### config.mk
export PLATFORM = sky130hd
export DESIGN_NAME = variable_latency_bank_adapter
export DESIGN_NICKNAME = d
export VERILOG_FILES = /design/src/rtl/variable_latency_bank_adapter.sv
export SDC_FILE = /design/constraint.sdc
export NUM_CORES = 1
export LEC_CHECK = 0
export ABC_AREA = 1
export BUFFER_PORTS_ARGS = -buffer_cell sky130_fd_sc_hd__buf_2
export CORE_MARGIN = 4
export CORE_UTILIZATION = 45
export DETAILED_ROUTE_END_ITERATION = 10
export PLACE_DENSITY = 0.71
export SYNTH_ARGS = -nofsm -noshare
export SYNTH_HDL_FRONTEND = slang
export SYNTH_SLANG_ARGS = --single-unit
### constraint.sdc
create_clock -name clk_i -period 2 [get_ports clk_i]
set_input_delay 0.1 -clock clk_i [delete_from_list [all_inputs] [get_ports clk_i]]
set_output_delay 0.1 -clock clk_i [all_outputs]
set_load 0.05 [all_outputs]
### src/rtl/variable_latency_bank_adapter.sv
// rtl/variable_latency_bank_adapter.sv - valid/ready request to fixed-latency SRAM bank adapter with credit-protected response FIFO
// Optional feature macro: VARIABLE_LATENCY_BANK_ADAPTER_WRITE_RESP_EN (writes consume a credit and return a zero-data response)
module variable_latency_bank_adapter #(
   parameter int unsigned NumInLog2     = 5,
   parameter int unsigned AddrMemWidth  = 12,
   parameter int unsigned DataWidth     = 32,
   parameter int unsigned BeWidth       = DataWidth / 8,
   parameter int unsigned MemLatency    = 1,
   parameter int unsigned RespFifoDepth = 3
) (
   input  logic                    clk_i,
   input  logic                    rst_ni,
   input  logic                    req_valid_i,
   output logic                    req_ready_o,
   input  logic [NumInLog2-1:0]    req_ini_addr_i,
   input  logic [AddrMemWidth-1:0] req_tgt_addr_i,
   input  logic                    req_wen_i,
   input  logic [DataWidth-1:0]    req_wdata_i,
   input  logic [BeWidth-1:0]      req_be_i,
   output logic                    resp_valid_o,
   input  logic                    resp_ready_i,
   output logic [NumInLog2-1:0]    resp_ini_addr_o,
   output logic [DataWidth-1:0]    resp_rdata_o,
   output logic                    mem_req_o,
   output logic [AddrMemWidth-1:0] mem_addr_o,
   output logic                    mem_wen_o,
   output logic [DataWidth-1:0]    mem_wdata_o,
   output logic [BeWidth-1:0]      mem_be_o,
   input  logic [DataWidth-1:0]    mem_rdata_i
);

   if (MemLatency < 1) begin : g_bad_latency
      $fatal(1, "MemLatency must be >= 1");
   end
   if (RespFifoDepth < 1) begin : g_bad_depth
      $fatal(1, "RespFifoDepth must be >= 1");
   end

   localparam int unsigned CntW = $clog2(RespFifoDepth + 1);
   localparam int unsigned PtrW = (RespFifoDepth > 1) ? $clog2(RespFifoDepth) : 1;
   localparam int unsigned EntW = NumInLog2 + DataWidth;
   localparam logic [CntW-1:0] DepthC   = CntW'(RespFifoDepth);
   localparam logic [PtrW-1:0] LastPtrC = PtrW'(RespFifoDepth - 1);

   logic [CntW-1:0]      cnt_q, cnt_d;
   logic [CntW-1:0]      occ_q, occ_d;
   logic [PtrW-1:0]      wr_ptr_q, wr_ptr_d;
   logic [PtrW-1:0]      rd_ptr_q, rd_ptr_d;
   logic [EntW-1:0]      fifo_q [RespFifoDepth];
   logic [EntW-1:0]      fifo_d [RespFifoDepth];
   logic                 pipe_vld_q  [MemLatency];
   logic                 pipe_vld_d  [MemLatency];
   logic                 pipe_zero_q [MemLatency];
   logic                 pipe_zero_d [MemLatency];
   logic [NumInLog2-1:0] pipe_ini_q  [MemLatency];
   logic [NumInLog2-1:0] pipe_ini_d  [MemLatency];

   logic                 needs_credit;
   logic                 fire;
   logic                 take_credit;
   logic                 push;
   logic                 pop;
   logic [DataWidth-1:0] push_data;
   logic [EntW-1:0]      head;

`ifdef VARIABLE_LATENCY_BANK_ADAPTER_WRITE_RESP_EN
   assign needs_credit = 1'b1;
`else
   assign needs_credit = !req_wen_i;
`endif

   // Credits cover every in-flight response, so acceptance never looks at resp_ready_i.
   assign req_ready_o = rst_ni & (!needs_credit | (cnt_q < DepthC));
   assign fire        = req_valid_i & req_ready_o;
   assign take_credit = fire & needs_credit;

   assign mem_req_o   = fire;
   assign mem_addr_o  = fire ? req_tgt_addr_i : '0;
   assign mem_wen_o   = fire & req_wen_i;
   assign mem_wdata_o = fire ? req_wdata_i : '0;
   assign mem_be_o    = fire ? req_be_i : '0;

   assign push      = pipe_vld_q[MemLatency-1];
   assign push_data = pipe_zero_q[MemLatency-1] ? '0 : mem_rdata_i;

   assign head            = fifo_q[rd_ptr_q];
   assign resp_valid_o    = (occ_q != '0);
   assign pop             = resp_valid_o & resp_ready_i;
   assign resp_ini_addr_o = resp_valid_o ? head[EntW-1:DataWidth] : '0;
   assign resp_rdata_o    = resp_valid_o ? head[DataWidth-1:0] : '0;

   // Tag pipeline tracks which bank accesses will produce a response and when.
   always_comb begin
      pipe_vld_d[0]  = take_credit;
      pipe_zero_d[0] = req_wen_i;
      pipe_ini_d[0]  = req_ini_addr_i;
      for (int unsigned i = 1; i < MemLatency; i++) begin
         pipe_vld_d[i]  = pipe_vld_q[i-1];
         pipe_zero_d[i] = pipe_zero_q[i-1];
         pipe_ini_d[i]  = pipe_ini_q[i-1];
      end
   end

   // Credit counter, FIFO occupancy, storage and wrapping pointers.
   always_comb begin
      cnt_d = cnt_q;
      if (take_credit && !pop) begin
         cnt_d = cnt_q + CntW'(1);
      end else if (!take_credit && pop) begin
         cnt_d = cnt_q - CntW'(1);
      end
      occ_d = occ_q;
      if (push && !pop) begin
         occ_d = occ_q + CntW'(1);
      end else if (!push && pop) begin
         occ_d = occ_q - CntW'(1);
      end
      fifo_d   = fifo_q;
      wr_ptr_d = wr_ptr_q;
      rd_ptr_d = rd_ptr_q;
      if (push) begin
         fifo_d[wr_ptr_q] = {pipe_ini_q[MemLatency-1], push_data};
         wr_ptr_d = (wr_ptr_q == LastPtrC) ? '0 : wr_ptr_q + PtrW'(1);
      end
      if (pop) begin
         rd_ptr_d = (rd_ptr_q == LastPtrC) ? '0 : rd_ptr_q + PtrW'(1);
      end
   end

   // State registers; reset discards in-flight and buffered responses.
   always_ff @(posedge clk_i or negedge rst_ni) begin
      if (!rst_ni) begin
         cnt_q    <= '0;
         occ_q    <= '0;
         wr_ptr_q <= '0;
         rd_ptr_q <= '0;
         for (int unsigned i = 0; i < RespFifoDepth; i++) begin
            fifo_q[i] <= '0;
         end
         for (int unsigned i = 0; i < MemLatency; i++) begin
            pipe_vld_q[i]  <= 1'b0;
            pipe_zero_q[i] <= 1'b0;
            pipe_ini_q[i]  <= '0;
         end
      end else begin
         cnt_q       <= cnt_d;
         occ_q       <= occ_d;
         wr_ptr_q    <= wr_ptr_d;
         rd_ptr_q    <= rd_ptr_d;
         fifo_q      <= fifo_d;
         pipe_vld_q  <= pipe_vld_d;
         pipe_zero_q <= pipe_zero_d;
         pipe_ini_q  <= pipe_ini_d;
      end
   end

endmodule

Word level (Yosys, flattened, before mapping)
Cells that the tools add are included.

operators by class
  bitwise gates (word level) = 8
  $add $sub $neg = 6
  div/mod/pow operators = 0
  muxes and demuxes = 18
  reduce and logical (&&, ||, !) cells = 12
  shift operators = 0
  magnitude comparators = 4
  equality and inequality tests = 2
  multiply operators = 0

operators by type and width
  operator                                                              count
  111-bit bitwise mux                                                   1
  37-bit two-way mux                                                    3
  32-bit two-way mux                                                    3
  37-bit binary-select mux with 2-bit select                            1
  37-bit demux with 2-bit select                                        1
  12-bit two-way mux                                                    1
  2-bit two-way mux                                                     6
  2-bit by 1-bit adder with 2-bit output, second input constant         4
  3-bit greater-or-equal comparator, second input constant              2
  2-bit inverter with 3-bit output                                      2
  2-bit nonzero test                                                    3
  1-bit bitwise AND                                                     5
  1-bit logical AND                                                     5
  5-bit two-way mux                                                     1
  2-bit equality test, second input constant                            2
  1-bit zero test                                                       4
  4-bit two-way mux                                                     1
  2-bit by 1-bit subtractor with 2-bit output, second input constant    2
  3-bit by 1-bit < comparator with 1-bit output, second input constant  1
  2-bit < comparator, second input constant                             1
  1-bit OR                                                              1

storage, ports and cells
  bits in read-only memories = 0
  bits in writable memories = 0
  input port bits = 90
  memories = 0
  word-level logic and storage cells = 60
  flip-flop bits (word level) = 126
  latch bits = 0
  output and inout bits = 89

Longest topological paths before layout
Gate-level depths: netlist of run 1.

  depth in word-level cells = 9
  depth in mapped cells = 10
  gate-level depth less buffers = 9

Worst setup path after synthesis of run 1
OpenSTA, ideal clock, no wires.

  kind = reg-to-output
  start = register cnt_q[0]
  end = output port mem_be_o[0]
  setup slack = 0.306 ns
  buffers on the path = 2
  data arrival time = 1.594 ns
  stages on the path, launching flop included = 8
  path through = dfrtp_1 -> nand2_1 -> inv_1 -> nand2_1 -> nand3_2 -> buf_4 -> buf_6 -> nor2_1

on the way
  cells in the longest elaborated chain, start to end = 5

ends and longest elaborated chain
  item                      line  RTL
  start: declaration        45    logic [CntW-1:0] cnt_q, cnt_d;
  start signal: assignment  146   cnt_q <= cnt_d;
  2-bit < comparator        73    assign req_ready_o = rst_ni & (!needs_credit | (cnt_q < DepthC));
  1-bit OR                  73
  1-bit bitwise AND         73
  1-bit bitwise AND         74    assign fire = req_valid_i & req_ready_o;
  4-bit two-way mux         81    assign mem_be_o = fire ? req_be_i : '0;
  end: declaration          28    output logic [BeWidth-1:0] mem_be_o,

Every way passes these cells.

Final worst setup path of run 1
  start = register rd_ptr_q[1]
  end = output port resp_ini_addr_o[2]

on the way
  cells in the longest elaborated chain, start to end = 5

ends and longest elaborated chain
  item                                                    line  RTL
  start: declaration                                      48    logic [PtrW-1:0] rd_ptr_q, rd_ptr_d;
  start signal: assignment                                149   rd_ptr_q <= rd_ptr_d;
  2-bit inverter with 3-bit output (not written as such)  86    assign head = fifo_q[rd_ptr_q];
  37-bit binary-select mux with 2-bit select              86
  37-bit two-way mux (not written as such) (2 in a row)   86
  5-bit two-way mux                                       89    assign resp_ini_addr_o = resp_valid_o ? head[EntW-1:DataWidth] : '0;
  end: declaration                                        22    output logic [NumInLog2-1:0] resp_ini_addr_o,

Every way passes these cells. The select of a mux whose other input is x is not followed.

==> flow_metrics.tcl, run 1 <==
set metrics [dict create \
    relSlewSlack 0.369 \
    netlist_instances 813 \
    hold_class "in2reg" \
    grt_pass1_vias 5973 \
    switchingPower_uw 6540 \
    layout-drive-gt1-share 0.245 \
    fin_cells 1206 \
    syn-num-nets 905 \
    multi_input_area_mm2 0.00234 \
    arrival_ps 1890 \
    drt_iter0_drc 471 \
    ys.warnings.count 0 \
    timing.hold.ws_ps 2.05 \
    dpl.hpwl_um 11100 \
    crit_type "reg2out" \
    grt_pass1_wl_um 28400 \
    num_vias 6073 \
    nNetsFinal 1109 \
    post_dp_cell_area_mm2 0.00722 \
    drt_wl_total_um 17500 \
    syn-cell-area_mm2 0.00618 \
    cpPeakStageDelay_ps 440 \
    area_delta_synth_final_pct 36.9 \
    start_util 0.463 \
    internal_power_uw 8100 \
    numCtsBuffers 17 \
    ys_dominant_reg_cell "dfrtp_1" \
    worstPathMaxFanout 6 \
    htreeDepth 4 \
    critPathSlowestCell "dfrtp_2" \
    core_area_mm2 0.0133 \
    drcViolationCount 0 \
    comb_power_share 0.501 \
    overflow 0 \
    endpoint_kind "output port" \
    final_hold_viol_count 0 \
    worstSkewPairLatency_ps 420 \
    synth_edf_count 0 \
    track_usage 0.221 \
    worst_slack_ps 8.47 \
    clockPowerShare 0.203 \
    startpoint_type "flip-flop" \
    worst_path_most_repeated_cell "nand2_1" \
    yosysUniqueCellTypes 19 \
    finClkSkew_ps 4.13 \
    async_flop_share 1.00 \
    status "finished, final reports clean" \
    ant_nets 0 \
    max_freq_mhz 502 \
    num-fill-cells 1170 \
    drv_cap 0 \
    io_buffers 178 \
    dp.cells 1134 \
    die_area_mm2 0.0157 \
    antenna_found_initial 0 \
    regArea_mm2 0.00316 \
    cts_root_buf "clkbuf_16" \
    viasPerCell 5.04 \
    stdcell_area_mm2 0.00845 \
    place.gp.congestion 0.781 \
    vdd_drop_max_uv 910 \
    seq_area_frac_synth 0.510 \
    firstDrtPassIters 6 \
    cts_tree "done" \
    clock-sinks 126 \
    avgRoutedWirePerCell_um 14.5 \
    worstMarginPinSlew_ps 946 \
    ios 179 \
    cts.path.max_buffers 2 \
    ys_seq_elements 126 \
    seqPwrFrac 0.296 \
    rows 42 \
    die_h_um 125 \
    setup_viol 0 \
    fp.dieW_um 125 \
    pwr_density_cell_mw_per_mm2 1730 \
    drv_slew 0 \
    period_share 0.996 \
    swShare 0.447 \
    grt_max_degree 75 \
    cellLeakagePower_uw 0.00477 \
    clk_pin_slew_worst_paths_ps 50 \
    cp_cell_sequence "buf_8 > nor2_4 > buf_12 > clkbuf_16 > nand2_1 > nand3_1 > nand2_1 > inv_1 > clkbuf_4" \
    finalCriticalPeriod_ps 1990 \
    diodes 0 \
    avgSynthCellArea_um2 7.60 \
    place_ws_ps 320 \
    critPathRequiredTime_ps 1900 \
]
-- final timing paths --
kind	end	from	cells after the start	slack (ps)
max	resp_ini_addr_o[2]	rd_ptr_q[1]$_DFFE_PN0P_	9	8
min	fifo_q[16]$_DFFE_PN0P_	mem_rdata_i[16]	3	2
max in group asynchronous	fifo_q[101]$_DFFE_PN0P_	rst_ni	3	860
min in group asynchronous	pipe_zero_q$_DFF_PN0_	rst_ni	3	320
max reg2reg	occ_q[1]$_DFFE_PN0P_	occ_q[0]$_DFFE_PN0P_	8	370
min reg2reg	fifo_q[88]$_DFFE_PN0P_	fifo_q[88]$_DFFE_PN0P_	2	480
-- per-stage QoR --
step / util / setup TNS, ps / total power [µW]
after floorplan: - / 0 / 9080
after global placement: 0.541 / 0 / 10600
after detailed placement: 0.541 / 0 / 10700
after CTS: 0.614 / -23.0 / 13900
after global routing: 0.633 / -238 / 15600
final: 0.633 / 0 / 14600
-- cells in the mapped netlist (3+ instances only) --
library cell	count	area, µm²
inv_1	106	398
buf_6	4	45.0
o21ai_0	71	355
buf_1	3	11.3
buf_4	11	82.6
o21ai_1	43	215
buf_2	29	145
dfrtp_1	126	3150
nor2_1	48	180
nand2_1	233	875
nand4_1	3	18.8
nand3_1	118	591
clkbuf_1	9	33.8
-- state kept, by name (all words and copies together) (netlist names) --
signal	count
pipe_ini_q	5
pipe_zero_q	1
pipe_vld_q	1
occ_q	2
fifo_q	111
cnt_q	2
rd_ptr_q	2
wr_ptr_q	2
-- worst max-delay path, delay by kind of cell (launching register included) --
family	cells	cell delay, ps
buffers and inverters	5	730
AND/OR/NAND/NOR	4	290
flip-flops	1	440
-- cell type report --
| cell class | count | share of cell area |
|---|---|---|
| clock buffers | 26 | 0.0614 |
| clock inverters | 6 | 0.00651 |
| inverters | 108 | 0.0488 |
| multi-input cells | 523 | 0.276 |
| flip-flops and latches | 126 | 0.373 |
| well taps | 176 | 0.0260 |
| repair buffers | 241 | 0.208 |
-- routing by layer --
metal / vias up / routed length [µm] / GRT usage
li1: 2962 / - / -
met1: 2841 / 7230 / 0.275
met2: 240 / 8720 / 0.382
met3: 30 / 1240 / 0.0542
met4: 0 / 310 / 0.0670
met5: - / 0 / 0
-- layout by cell type, fill, tap and decap left out, drive strengths merged --
cell	instances
nand2	233
buf	196
dfrtp	126
nand3	119
o21ai	114
inv	108
nor2	49
clkbuf	37
dlygate4sd3	34
clkinv	5
nand4	3
xnor2	2
ha	2
o21a	1
bufinv	1
-- power groups by stage --
stage	clock network (µW)	logic (µW)	registers, µW
finish	2970	7340	4330
detailed placement	0	6350	4330
global route	3110	7980	4470
floorplan	0	4930	4150
CTS	2990	6620	4320
global placement	0	6260	4310
-- kinds of logic after synthesis --
kind of cell,share of synthesized area
buf+inv,0.117
xor+xnor,0.00284
flops,0.510
simple gates,0.272
fa+ha+maj,0.00405
compound gates,0.0936
-- what timing repair did --
action,4_1_cts,5_1_grt
pin swaps,0,1
hold buffers,34,0
setup endpoints to repair,35,87
gates cloned,0,3
hold endpoints to repair,113,0
resized for setup,21,65
setup buffers,0,3
(Power assumes the default switching activity.)
==> inputs of run 2 (changes only) <==
CELL_PAD_IN_SITES_DETAIL_PLACEMENT = 0   (was default)
CELL_PAD_IN_SITES_GLOBAL_PLACEMENT = 2   (was default)
CORE_UTILIZATION = 29   (was 45)
PLACE_DENSITY = default   (was 0.71)
PLACE_DENSITY_LB_ADDON = 0.1   (was default)
==> run 2 against run 1 <==
Effect of this change:
- critical path depth down 2
- critical path type unchanged
- sequential share of layout area down 0.13 points
- clock skew up 8.8 ps
- largest cell class unchanged
- non-clock buffer count down 5
- combinational power down 5.9%
- clock power about the same
- flip-flop and latch count unchanged
- via count down 2.8%
- first-iteration DRC count down 45%
- largest power group unchanged
- global-route usage down 5.2 points
==> flow_metrics.tcl, run 2 (synthesis results as in run 1) <==
set metrics [dict create \
    clockPowerShare 0.208 \
    met1_usage 0.221 \
    antenna_found_initial 0 \
    fp.dieW_um 154 \
    die_area_mm2 0.0237 \
    endpoint_kind "output port" \
    dpl.hpwl_um 13200 \
    numCtsBuffers 17 \
    status "finished, final reports clean" \
    core_area_mm2 0.0210 \
    crit_path_end "mem_wdata_o[3]" \
    grt_max_degree 127 \
    layout-drive-gt1-share 0.237 \
    ant_nets 0 \
    period_share 0.966 \
    cts_root_buf "clkbuf_16" \
    drt_iter0_drc 260 \
    arrival_ps 1830 \
    die_h_um 154 \
    overflow 0 \
    switchingPower_uw 6490 \
    pwr_density_cell_mw_per_mm2 1670 \
    reg2reg_depth 4 \
    avgRoutedWirePerCell_um 15.0 \
    ios 179 \
    grt_pass1_vias 6176 \
    startpoint_type "flip-flop" \
    track_usage 0.169 \
    cellLeakagePower_uw 0.00474 \
    regMostFlops "fifo_q" \
    num_vias 5901 \
    hold_class "in2reg" \
    start_util 0.295 \
    reg2reg_to "fifo_q[81]$_DFFE_PN0P_" \
    regArea_mm2 0.00316 \
    critical-path-top-delay-family "buffers and inverters" \
    io_buffers 178 \
    min_from "mem_rdata_i[9]" \
    viasPerCell 4.54 \
    final_cell_mix "nand2_1 (232), buf_2 (161), dfrtp_1 (124)" \
    firstDrtPassIters 4 \
    largest_reg_flops 111 \
    cpPeakStageDelay_ps 410 \
    critPathBufInv 3 \
    htreeDepth 4 \
    relSlewSlack 0.534 \
    setup_viol 0 \
    final_hold_viol_count 0 \
    critPathRequiredTime_ps 1900 \
    max_freq_mhz 518 \
    diodes 0 \
    num-fill-cells 2251 \
    place.gp.congestion 0.846 \
    drcViolationCount 0 \
    crit_start "cnt_q[0]$_DFFE_PN0P_" \
    final_common_cell "nand2_1" \
    vdd_drop_max_uv 591 \
    area_delta_synth_final_pct 37.4 \
    rows 53 \
    cp_cell_sequence "nand2_1 > inv_1 > nand2_1 > nand3_2 > buf_12 > nor2_1 > buf_2" \
    seqPwrFrac 0.305 \
    cts_tree "done" \
    worstPathMaxFanout 49 \
    grt_use_met2 0.282 \
    worstMarginPinSlew_ps 698 \
    finClkSkew_ps 12.9 \
    clk_pin_slew_worst_paths_ps 60 \
    worstSkewPairLatency_ps 410 \
    nNetsFinal 1104 \
    worst_path_most_repeated_cell "nand2_1" \
    fin_setup_tns_ps 0 \
    grt_pass1_wl_um 32200 \
    drt_wl_total_um 19400 \
    top_usage_layer "met2" \
    multi_input_area_mm2 0.00235 \
    stdcell_area_mm2 0.00848 \
    clock-sinks 126 \
    internal_power_uw 7700 \
    worst-path-stages 7 \
    rsz0062_at_grt "true" \
    crit_type "reg2out" \
    ff2ff_setup_slack_ps 560 \
    r2r_start "pipe_zero_q$_DFF_PN0_" \
    critPathSlowestCell "dfrtp_1" \
    reg_top3 "fifo_q: 111 flops, pipe_ini_q: 5 flops" \
    finalCriticalPeriod_ps 1930 \
    comb_power_share 0.487 \
    met3_usage 0.0391 \
    drv_cap 0 \
    post_dp_cell_area_mm2 0.00752 \
    cts.path.max_buffers 2 \
    swShare 0.457 \
    drv_slew 0 \
]
## run 2: cell type report
class | instances | area share
flip-flops and latches | 126 | 0.372
clock inverters | 8 | 0.0106
clock buffers | 23 | 0.0552
repair buffers | 236 | 0.196
multi-input cells | 523 | 0.277
well taps | 275 | 0.0406
inverters | 108 | 0.0490
## run 2: metal layers
metal | up-vias | share of wire
met5 | - | 0
met1 | 2757 | 0.46
li1 | 2945 | -
met2 | 183 | 0.48
met3 | 16 | 0.055
met4 | 0 | 0.010
## run 2: through the flow
| step | utilization | hold slack, ps | setup slack (ps) | std cells | power (µW) |
|---|---|---|---|---|---|
| final | 0.405 | 18.4 | 68.8 | 1299 | 14200 |
| after global routing | 0.405 | 12.8 | -29.5 | 1299 | 15200 |
| after CTS | 0.403 | 2.02 | 31.0 | 1299 | 14300 |
| after detailed placement | 0.359 | 209 | 323 | 1233 | 11100 |
| after global placement | 0.359 | 208 | 302 | 1233 | 11000 |
| after floorplan | - | -196 | 306 | 813 | 9080 |
## run 2: repair_timing
item,4_1_cts,5_1_grt
gates resized for setup,6,17
hold buffers,31,0
buffers inserted,4,0
endpoints found under the hold margin,174,0
setup endpoints to repair,37,19
## run 2: worst min-delay path by stage
stage / to / slack [ps] / cells past startpoint
CTS: fifo_q[89]$_DFFE_PN0P_ / 2 / 3
finish: fifo_q[83]$_DFFE_PN0P_ / 20 / 3
detailed placement: pipe_ini_q[0]$_DFF_PN0_ / 210 / 1
global route: fifo_q[9]$_DFFE_PN0P_ / 10 / 3
floorplan: cnt_q[0]$_DFFE_PN0P_ / -200 / 0
global placement: pipe_ini_q[1]$_DFF_PN0_ / 210 / 1
## run 2: power by group through the flow
stage	logic [µW]	clock network, µW	registers, µW
after floorplan	4930	0	4150
after global placement	6660	0	4350
after detailed placement	6730	0	4380
after CTS	6940	3040	4320
after global routing	7620	3160	4470
final	6910	2950	4320
## run 2: tightest hold or removal path: cells and delay by family
kind	cells	cell delay, ps
and+or+nand+nor	1	90
AOI/OAI and AO/OA	1	90
buffers and inverters	1	100
